===== config.mk =====
export PLATFORM = sky130hd
export DESIGN_NAME = hum_fan_ctrl_flat
export DESIGN_NICKNAME = d
export VERILOG_FILES = /design/src/rtl/hum_pkg.sv /design/src/rtl/hum_fan_ctrl_if.sv /design/src/rtl/pwm_core.sv /design/src/rtl/hum_fan_ctrl.sv /design/src/flat_wrapper.sv
export SDC_FILE = /design/constraint.sdc
export NUM_CORES = 1
export LEC_CHECK = 0
export CORE_UTILIZATION = 30
export CTS_CLUSTER_DIAMETER = 150
export DETAILED_ROUTE_END_ITERATION = 8
export GPL_TIMING_DRIVEN = 0
export HOLD_SLACK_MARGIN = 0.03
export SYNTH_ARGS = -nofsm -noshare
export SYNTH_HDL_FRONTEND = slang
export SYNTH_HIERARCHICAL = 1
export SYNTH_SLANG_ARGS = --single-unit
export TNS_END_PERCENT = 30

===== constraint.sdc =====
create_clock -name clk -period 4.8 [get_ports clk]
set_clock_uncertainty 0.05 [all_clocks]
set_input_delay 0.48 -clock clk [delete_from_list [all_inputs] [get_ports clk]]
set_output_delay 0.48 -clock clk [all_outputs]
set_load 0.05 [all_outputs]

===== src/rtl/hum_pkg.sv =====
// Shared encodings and band tables for the humidity fan controller.
// Pure definitions; no logic, latency or flow control of its own.
package hum_pkg;

  typedef enum logic [1:0] {
    ST_IDLE  = 2'd0,
    ST_RUN   = 2'd1,
    ST_FAULT = 2'd2
  } state_t;

  typedef enum logic [1:0] {
    B0 = 2'd0,
    B1 = 2'd1,
    B2 = 2'd2,
    B3 = 2'd3
  } band_t;

  localparam int EDGE_B3 = 20;
  localparam int EDGE_B2 = 40;
  localparam int EDGE_B1 = 60;

  localparam int PCT_B3 = 80;
  localparam int PCT_B2 = 50;
  localparam int PCT_B1 = 20;

  localparam int HUM_MAX = 100;

  function automatic band_t raw_band(input logic [7:0] h);
    if (int'(h) < EDGE_B3)      return B3;
    else if (int'(h) < EDGE_B2) return B2;
    else if (int'(h) < EDGE_B1) return B1;
    else                        return B0;
  endfunction

  // B0 has no lower band, so its edge is placed out of reach.
  function automatic int band_upper(input band_t b);
    case (b)
      B3:      return EDGE_B3;
      B2:      return EDGE_B2;
      B1:      return EDGE_B1;
      default: return 1024;
    endcase
  endfunction

  function automatic int band_target(input band_t b, input int period);
    case (b)
      B3:      return period * PCT_B3 / 100;
      B2:      return period * PCT_B2 / 100;
      B1:      return period * PCT_B1 / 100;
      default: return 0;
    endcase
  endfunction

endpackage


===== src/rtl/hum_fan_ctrl_if.sv =====
// Sample-in / status-out bundle between the DHT11 receiver, the controller and the LCD page.
// Strobes are single-cycle; there is no backpressure on any signal.
interface hum_fan_ctrl_if;
  logic       hum_valid;
  logic [7:0] hum_int;
  logic       sensor_err;
  logic       pwm;
  logic [9:0] duty;
  logic [1:0] state;
  logic       fault;

  modport master (
    output hum_valid, hum_int, sensor_err,
    input  pwm, duty, state, fault
  );

  modport slave (
    input  hum_valid, hum_int, sensor_err,
    output pwm, duty, state, fault
  );
endinterface


===== src/rtl/pwm_core.sv =====
// Free-running period counter with registered PWM; duty is latched only on the boundary edge.
// pwm equals (counter < duty) in the same cycle as the counter; no backpressure.
module pwm_core #(
  parameter int PERIOD = 1000,
  parameter int DW     = 10
) (
  input  logic          clk,
  input  logic          rst,
  input  logic [DW-1:0] i_duty,
  output logic          o_bnd,
  output logic          o_pwm,
  output logic [DW-1:0] o_duty
);

  localparam int CW = (PERIOD > 1) ? $clog2(PERIOD) : 1;

  logic [CW-1:0] r_cnt;
  logic [CW-1:0] w_cnt_nxt;
  logic [DW-1:0] r_duty;
  logic [DW-1:0] w_duty_nxt;
  logic          r_pwm;

  assign o_bnd      = (r_cnt == CW'(PERIOD - 1));
  assign w_cnt_nxt  = o_bnd ? '0 : r_cnt + CW'(1);
  assign w_duty_nxt = o_bnd ? i_duty : r_duty;

  // Compare on next-state values so the registered pwm lines up with the counter it describes.
  always_ff @(posedge clk or negedge rst) begin
    if (!rst) begin
      r_cnt  <= '0;
      r_duty <= '0;
      r_pwm  <= 1'b0;
    end else begin
      r_cnt  <= w_cnt_nxt;
      r_duty <= w_duty_nxt;
      r_pwm  <= (32'(w_cnt_nxt) < 32'(w_duty_nxt));
    end
  end

  assign o_pwm  = r_pwm;
  assign o_duty = r_duty;

endmodule


===== src/rtl/hum_fan_ctrl.sv =====
// Humidity band/hysteresis FSM with soft-ramped fan duty, stale-sample watchdog and fault handling.
// Samples register in one edge; duty moves only at period boundaries; no backpressure.
module hum_fan_ctrl
  import hum_pkg::*;
#(
  parameter int PERIOD      = 1000,
  parameter int RAMP_STEP   = 10,
  parameter int HYST        = 2,
  parameter int TIMEOUT_PER = 4000
) (
  input  logic          clk,
  input  logic          rst,
  hum_fan_ctrl_if.slave bus
);

  localparam int DW = 10;
  localparam int SW = $clog2(TIMEOUT_PER + 1);

  state_t        r_state, w_state_nxt;
  band_t         r_band, w_band_nxt;
  band_t         w_raw, w_hyst_band;
  logic [SW-1:0] r_stale, w_stale_nxt;
  logic          w_good, w_bad, w_bnd, w_pwm;
  logic [DW-1:0] w_duty, w_duty_nxt, w_tgt, w_step;

  assign w_bad  = bus.sensor_err | (bus.hum_valid & (int'(bus.hum_int) > HUM_MAX));
  assign w_good = bus.hum_valid & ~bus.sensor_err & (int'(bus.hum_int) <= HUM_MAX);
  assign w_raw  = raw_band(bus.hum_int);

  // Drier samples win at once; wetter ones must clear the current band's edge by HYST.
  always_comb begin
    w_hyst_band = r_band;
    if (w_raw > r_band)
      w_hyst_band = w_raw;
    else if ((w_raw < r_band) && (int'(bus.hum_int) >= band_upper(r_band) + HYST))
      w_hyst_band = w_raw;
  end

  always_comb begin
    w_state_nxt = r_state;
    w_band_nxt  = r_band;
    w_stale_nxt = r_stale;
    case (r_state)
      ST_IDLE: begin
        if (w_good) begin
          w_state_nxt = ST_RUN;
          w_band_nxt  = w_raw;
          w_stale_nxt = '0;
        end
      end
      ST_RUN: begin
        if (w_bad) begin
          w_state_nxt = ST_FAULT;
          w_band_nxt  = B0;
        end else if (w_good) begin
          w_band_nxt  = w_hyst_band;
          w_stale_nxt = '0;
        end else if (w_bnd) begin
          if (r_stale >= SW'(TIMEOUT_PER - 1)) begin
            w_stale_nxt = SW'(TIMEOUT_PER);
            w_state_nxt = ST_FAULT;
            w_band_nxt  = B0;
          end else begin
            w_stale_nxt = r_stale + SW'(1);
          end
        end
      end
      ST_FAULT: begin
        w_band_nxt = B0;
        if (w_good) begin
          w_state_nxt = ST_RUN;
          w_band_nxt  = w_raw;
          w_stale_nxt = '0;
        end
      end
      default: begin
        w_state_nxt = ST_IDLE;
        w_band_nxt  = B0;
        w_stale_nxt = '0;
      end
    endcase
  end

  always_ff @(posedge clk or negedge rst) begin
    if (!rst) begin
      r_state <= ST_IDLE;
      r_band  <= B0;
      r_stale <= '0;
    end else begin
      r_state <= w_state_nxt;
      r_band  <= w_band_nxt;
      r_stale <= w_stale_nxt;
    end
  end

  // Built from registered state only, so a strobe in the boundary cycle cannot affect that boundary.
  assign w_tgt  = (r_state == ST_RUN) ? DW'(band_target(r_band, PERIOD)) : '0;
  assign w_step = DW'(RAMP_STEP);

  always_comb begin
    w_duty_nxt = w_duty;
    if (r_state == ST_FAULT)
      w_duty_nxt = '0;
    else if (w_tgt > w_duty)
      w_duty_nxt = ((w_tgt - w_duty) > w_step) ? (w_duty + w_step) : w_tgt;
    else if (w_tgt < w_duty)
      w_duty_nxt = ((w_duty - w_tgt) > w_step) ? (w_duty - w_step) : w_tgt;
  end

  pwm_core #(
    .PERIOD (PERIOD),
    .DW     (DW)
  ) u_pwm (
    .clk    (clk),
    .rst    (rst),
    .i_duty (w_duty_nxt),
    .o_bnd  (w_bnd),
    .o_pwm  (w_pwm),
    .o_duty (w_duty)
  );

  assign bus.pwm   = w_pwm;
  assign bus.duty  = w_duty;
  assign bus.state = r_state;
  assign bus.fault = (r_state == ST_FAULT);

endmodule


===== src/flat_wrapper.sv =====
// flat-port wrapper written by rule: the top's interface ports become plain ports
module hum_fan_ctrl_flat import hum_pkg::*;
#(
  parameter int PERIOD      = 1000,
  parameter int RAMP_STEP   = 10,
  parameter int HYST        = 2,
  parameter int TIMEOUT_PER = 4000
)
  (clk, rst, bus_hum_valid, bus_hum_int, bus_sensor_err, bus_pwm, bus_duty, bus_state, bus_fault);
  hum_fan_ctrl_if bus_i ();
  input  logic clk;
  input  logic rst;
  input wire logic [$bits(bus_i.hum_valid)-1:0] bus_hum_valid;
  input wire logic [$bits(bus_i.hum_int)-1:0] bus_hum_int;
  input wire logic [$bits(bus_i.sensor_err)-1:0] bus_sensor_err;
  output wire logic [$bits(bus_i.pwm)-1:0] bus_pwm;
  output wire logic [$bits(bus_i.duty)-1:0] bus_duty;
  output wire logic [$bits(bus_i.state)-1:0] bus_state;
  output wire logic [$bits(bus_i.fault)-1:0] bus_fault;
  assign bus_i.hum_valid = bus_hum_valid;
  assign bus_i.hum_int = bus_hum_int;
  assign bus_i.sensor_err = bus_sensor_err;
  assign bus_pwm = bus_i.pwm;
  assign bus_duty = bus_i.duty;
  assign bus_state = bus_i.state;
  assign bus_fault = bus_i.fault;
  hum_fan_ctrl #(.PERIOD(PERIOD), .RAMP_STEP(RAMP_STEP), .HYST(HYST), .TIMEOUT_PER(TIMEOUT_PER)) u_core (.clk(clk), .rst(rst), .bus(bus_i));
endmodule

Yosys cells after proc, flatten, opt, wreduce, memory -nomap -nowiden
Index checks and enable logic that the tools add are counted.

Bits in registers: 37. Word-level logic and storage cells: 89. Input bits: 12.

Reduce and logical (&&, ||, !) cells: 6. Magnitude comparators: 14. Bitwise gates (word level): 5. Add/subtract/negate cells: 7. Equal/unequal tests: 16. Mux-type cells: 35.

Operators with widths (count): two-way mux 10 bit (8); two-way mux 12 bit (5); one-hot mux 11 bit (3 select lines) (1); adder 32 x 3 -> 32 bit, second input constant (1); greater-or-equal comparator 9 x 32 -> 1 bit (1); two-way mux 32 bit (1); two-way mux 2 bit (15); one-hot mux 10 bit (3 select lines) (1); one-hot mux 12 bit (2 select lines) (1); > comparator 10 x 4 -> 1 bit, second input constant (2); < comparator 10 bit (2); subtractor 10 bit (2); < comparator 8 x 6 -> 1 bit, second input constant (2); adder 12 x 1 -> 12 bit, second input constant (1); greater-or-equal comparator 12 bit, second input constant (1); adder 10 x 1 -> 10 bit, second input constant (1); adder 10 x 4 -> 10 bit, second input constant (1); equality test 10 bit, second input constant (1); > comparator 10 bit (1); subtractor 10 x 4 -> 10 bit, second input constant (1); > comparator 8 x 7 -> 1 bit, second input constant (1); <= comparator 8 x 7 -> 1 bit, second input constant (1); < comparator 8 x 5 -> 1 bit, second input constant (1); AND reduction 4 bit (2); other kinds (22) (29).

Logic depth before layout (Yosys ltp)
Depth in word-level cells: 14. Depth in mapped cells: 23. Depth with buffers taken out: 21.

By module
Netlist, hierarchy kept.

Modules (own cells, without submodules): hum_fan_ctrl (seq. area each 400.4 µm², cells each 349, times used 1, area an instance 2613.8 µm²); pwm_core (seq. area each 525.5 µm², cells each 97, times used 1, area an instance 1134.8 µm²).

Worst setup path after synthesis
Ideal clock, no wire load.

Path kind: flip-flop to flip-flop. Start: register u_core.r_state[0], in the netlist u_core/bus.state[0]. End: register u_core.u_pwm.r_pwm, in the netlist u_core/u_pwm/o_pwm. Arrival time: 4899 ps. Setup slack: -243 ps. Cell stages (with the launch flop): 22. Buffers on the path: 3. Setup time: 94 ps. Cells stage by stage: dfrtp_1 inv_1 nor2_1 clkbuf_1 and2_1 ha_1 buf_6 and3b_4 or4_1 a2111o_1 and4bb_4 and2_4 buf_6 nor3_2 a2111oi_4 mux2_2 inv_1 ha_1 and4_1 a31oi_1 o21ai_0 a211oi_1.

Word-level cells in the longest chain between the ends: 10.

RTL lines: start, declared (line hum_fan_ctrl.sv:19) `state_t r_state, w_state_nxt;`; start signal, assigned (line hum_fan_ctrl.sv:90) `r_state <= w_state_nxt;`; equality test 2 x 1 -> 1 bit (line hum_fan_ctrl.sv:97) `assign w_tgt = (r_state == ST_RUN) ? DW'(band_target(r_band, PERIOD)) : '0;`; two-way mux 10 bit (line hum_fan_ctrl.sv:97); subtractor 10 bit (line hum_fan_ctrl.sv:107) `w_duty_nxt = ((w_duty - w_tgt) > w_step) ? (w_duty - w_step) : w_tgt;`; > comparator 10 x 4 -> 1 bit (line hum_fan_ctrl.sv:107); two-way mux 10 bit (line hum_fan_ctrl.sv:107); two-way mux 10 bit (line hum_fan_ctrl.sv:106) `else if (w_tgt < w_duty)`; two-way mux 10 bit (line hum_fan_ctrl.sv:104) `else if (w_tgt > w_duty)`; two-way mux 10 bit * (line hum_fan_ctrl.sv:102) `if (r_state == ST_FAULT)`; named net u_core.w_duty_nxt[5] (line hum_fan_ctrl.sv:24) `logic [DW-1:0] w_duty, w_duty_nxt, w_tgt, w_step;`; two-way mux 10 bit * (line pwm_core.sv:25) `assign w_duty_nxt = o_bnd ? i_duty : r_duty;`; named net u_core.u_pwm.w_duty_nxt[5] (line pwm_core.sv:20) `logic [DW-1:0] w_duty_nxt;`; < comparator 10 bit * (line pwm_core.sv:36) `r_pwm <= (32'(w_cnt_nxt) < 32'(w_duty_nxt));`; end signal, assigned (line pwm_core.sv:36); end, declared (line pwm_core.sv:21) `logic r_pwm;`.

Mark *: on every way through the listed nets, which the timed path passes. The rest lies on a longest branch. A chain may end at the register's enable or synchronous reset.

Worst setup path in the final report
Same ends and word-level chain as after synthesis.

==> impl_metrics.tcl <==
set metrics [dict create \
    syn_area_um2 3750 \
    grt_overflow 0 \
    fin_crit_ps 4630 \
    end_kind "register" \
    initial_core_util_pct 31.0 \
    power.density_nw_per_um2 262 \
    cp_max_fo 10 \
    cts_tree "built" \
    vias 3464 \
    ff_latch_area_um2 930 \
    final_common_cell "ha_1" \
    async_flop_share_pct 100 \
    seq_area_frac_synth_pct 24.7 \
    port_buffers 25 \
    dieArea_um2 12900 \
    netlist_instances 446 \
    ys.flop_type "dfrtp_1" \
    clk_latency_ps 280 \
    drtAntennaViolNets 0 \
    p_leak_nw 2.05 \
    route.detailed.drc 0 \
    fin_ws_ps 174 \
    antenna_found_initial 0 \
    post-place-ws_ps -529 \
    drt-initial-drc-count 195 \
    syn_nets 499 \
    htree_levels 2 \
    cts-root-buf "clkbuf_16" \
    timing.max_cap.violations 0 \
    cts.sinks 37 \
    layout.nets 546 \
    rrSetupSlack_ps 170 \
    grt.total_usage_pct 14.9 \
    core-area_um2 12100 \
    outcome "completed" \
    die_h_um 114 \
    hold_viol 0 \
    first_global_vias 3251 \
    dr.pass1.iters 5 \
    slew_violations 0 \
    diodes 0 \
    critPathSlowestCell "or4_1" \
    final_cell_mix "ha_1, inv_1, dfrtp_1" \
    cp-start-kind "register" \
    grt_pass1_wl_um 15600 \
    nFillCells 1264 \
    multi_input_area_um2 2740 \
    slowest_delay_ps 500 \
    hpwlAfterDp_um 7220 \
    grt_max_degree 38 \
    max_freq_mhz 216 \
    setup_violations 0 \
    crit_chain "inv_2 > nor2_4 > clkbuf_8 > and2_4 > ha_1 > buf_6 > and3b_4 > or4_1 > a2111o_1 > and4bb_4 > and2_4 > buf_6 > nand2_2 > o21ai_4 > a2111oi_4 > mux2_4 > inv_1 > ha_1 > and4_1 > a31oi_1 > o21ai_1 > a211oi_2" \
    r2r_start "u_core/bus.state[0]" \
    ys_types 66 \
    finalCritPeriodShare_pct 96.4 \
    synth-edff-count 0 \
    pin_count 26 \
    rsz0062_at_grt "no" \
    ctsHoldBuffers 0 \
    maxSlewHeadroom_pct 43.9 \
    ys_warn_count 6 \
    layout-area-overhead-vs-synth_pct 24.4 \
    post_synth.cell_area_avg_um2 8.40 \
    cts.reportedPaths.clkPinSlew_ps 60 \
    wl_um 9610 \
    gp_congestion 0.861 \
    critPathArrivalTime_ps 4750 \
    cts_buffer_depth 2 \
    cp-startpoint "u_core/bus.state[0]" \
    cp.required_ps 4930 \
    fp.dieW_um 114 \
    rows 40 \
    worst_slew_pin_slew_ps 842 \
    tns_ps 0 \
    wl_per_cell_um 14.5 \
    viasPerCell 5.23 \
    hold_path.class "in -> async" \
    synth-seq-cells 37 \
    path_class "reg -> reg" \
    worst_ir_drop_vdd_uv 193 \
    final_layout_size_suffix_gt1_share_pct 17.0 \
    numCtsBuffers 5 \
]
kinds of logic (layout without fill, tap and decap cells):
family | after synthesis | in the layout | share of synthesized area, %
AND/OR/NAND/NOR | 144 | 144 | 21.3
AO/OA/AOI/OAI | 133 | 133 | 24.0
buffers and inverters | 54 | 102 | 6.68
adder cells (fa/ha/maj) | 41 | 41 | 13.9
flip-flops | 37 | 37 | 24.7
multiplexers | 20 | 20 | 5.51
XOR/XNOR | 17 | 17 | 3.97
area by class of cell:
| cell class | instances | share of cell area, % |
|---|---|---|
| Inverter | 39 | 3.14 |
| Clock buffer | 6 | 2.76 |
| Timing Repair Buffer | 41 | 8.10 |
| Buffer | 14 | 2.63 |
| Tap cell | 168 | 4.51 |
| Sequential cell | 37 | 19.9 |
| Multi-Input combinational cell | 355 | 58.7 |
| Clock inverter | 2 | 0.215 |
timing repair:
item                       CTS  global route
buffers inserted             7             9
pin swaps                    8            14
setup endpoints to repair    1             1
gates resized for setup     28            24
synthesized netlist by cell type (10+ instances only):
| cell type | n | share of area, % |
|---|---|---|
| mux2i_1 | 15 | 4.0 |
| nand2b_1 | 10 | 1.7 |
| and3_1 | 16 | 2.7 |
| a21oi_1 | 21 | 2.8 |
| dfrtp_1 | 37 | 25 |
| clkbuf_1 | 10 | 1.0 |
| nand3_1 | 12 | 1.6 |
| o21ai_0 | 34 | 4.5 |
| ha_1 | 40 | 13 |
| nand2_1 | 34 | 3.4 |
| nor2_1 | 28 | 2.8 |
| inv_1 | 39 | 3.9 |
| xnor2_1 | 11 | 2.6 |
per-stage QoR:
step                hold slack (ps)  cells  power (mW)  area [um2]  util, %
finish                          258    662        1.22        4660     38.5
global route                    337    662        1.30        4660     38.5
CTS                             286    653        1.15        4500     37.2
detailed placement              449    639       0.777        4210     34.7
global placement                438    639       0.770        4210     34.8
floorplan                       134    446       0.672        3750        -
worst paths after layout:
path | end | cells past startpoint
max in group asynchronous | u_core/bus.state[0] | 1
max | u_core/u_pwm/o_pwm | 22
min | u_core/r_stale[0] | 1
min in group clk | u_core/u_pwm/r_cnt[0] | 1
min reg2reg | u_core/u_pwm/r_cnt[0] | 1
max reg2reg | u_core/u_pwm/o_pwm | 22
power by group:
group	switching (mW)	leakage, nW	internal (mW)
Sequential	0.0102	0.495	0.322
Combinational	0.310	1.48	0.268
Clock	0.120	0.0706	0.190
sequential cells by signal, indices dropped and copies added, names as in the netlist:
register / cells
u_core/r_band: 2
u_core/r_stale: 12
u_core/bus.state: 2
u_core/u_pwm/o_pwm: 1
u_core/u_pwm/o_duty: 10
u_core/u_pwm/r_cnt: 10
critical path: cells and delay by family, from the launching register on:
family                     cells  cell delay, ps
muxes                          1             280
adders and majority gates      2             520
DFF                            1             410
and+or+nand+nor                8            1680
buffers and inverters          5             530
AOI/OAI and AO/OA              6            1050
routing by layer:
metal,vias to the layer above,global-route usage [%],routed length (um)
li1,1725,-,-
met1,1652,20.3,4640
met2,76,24.8,4480
met3,11,2.44,392
met4,0,3.38,97
met5,-,0,0
Note: power is estimated with default switching activity, not from simulation.
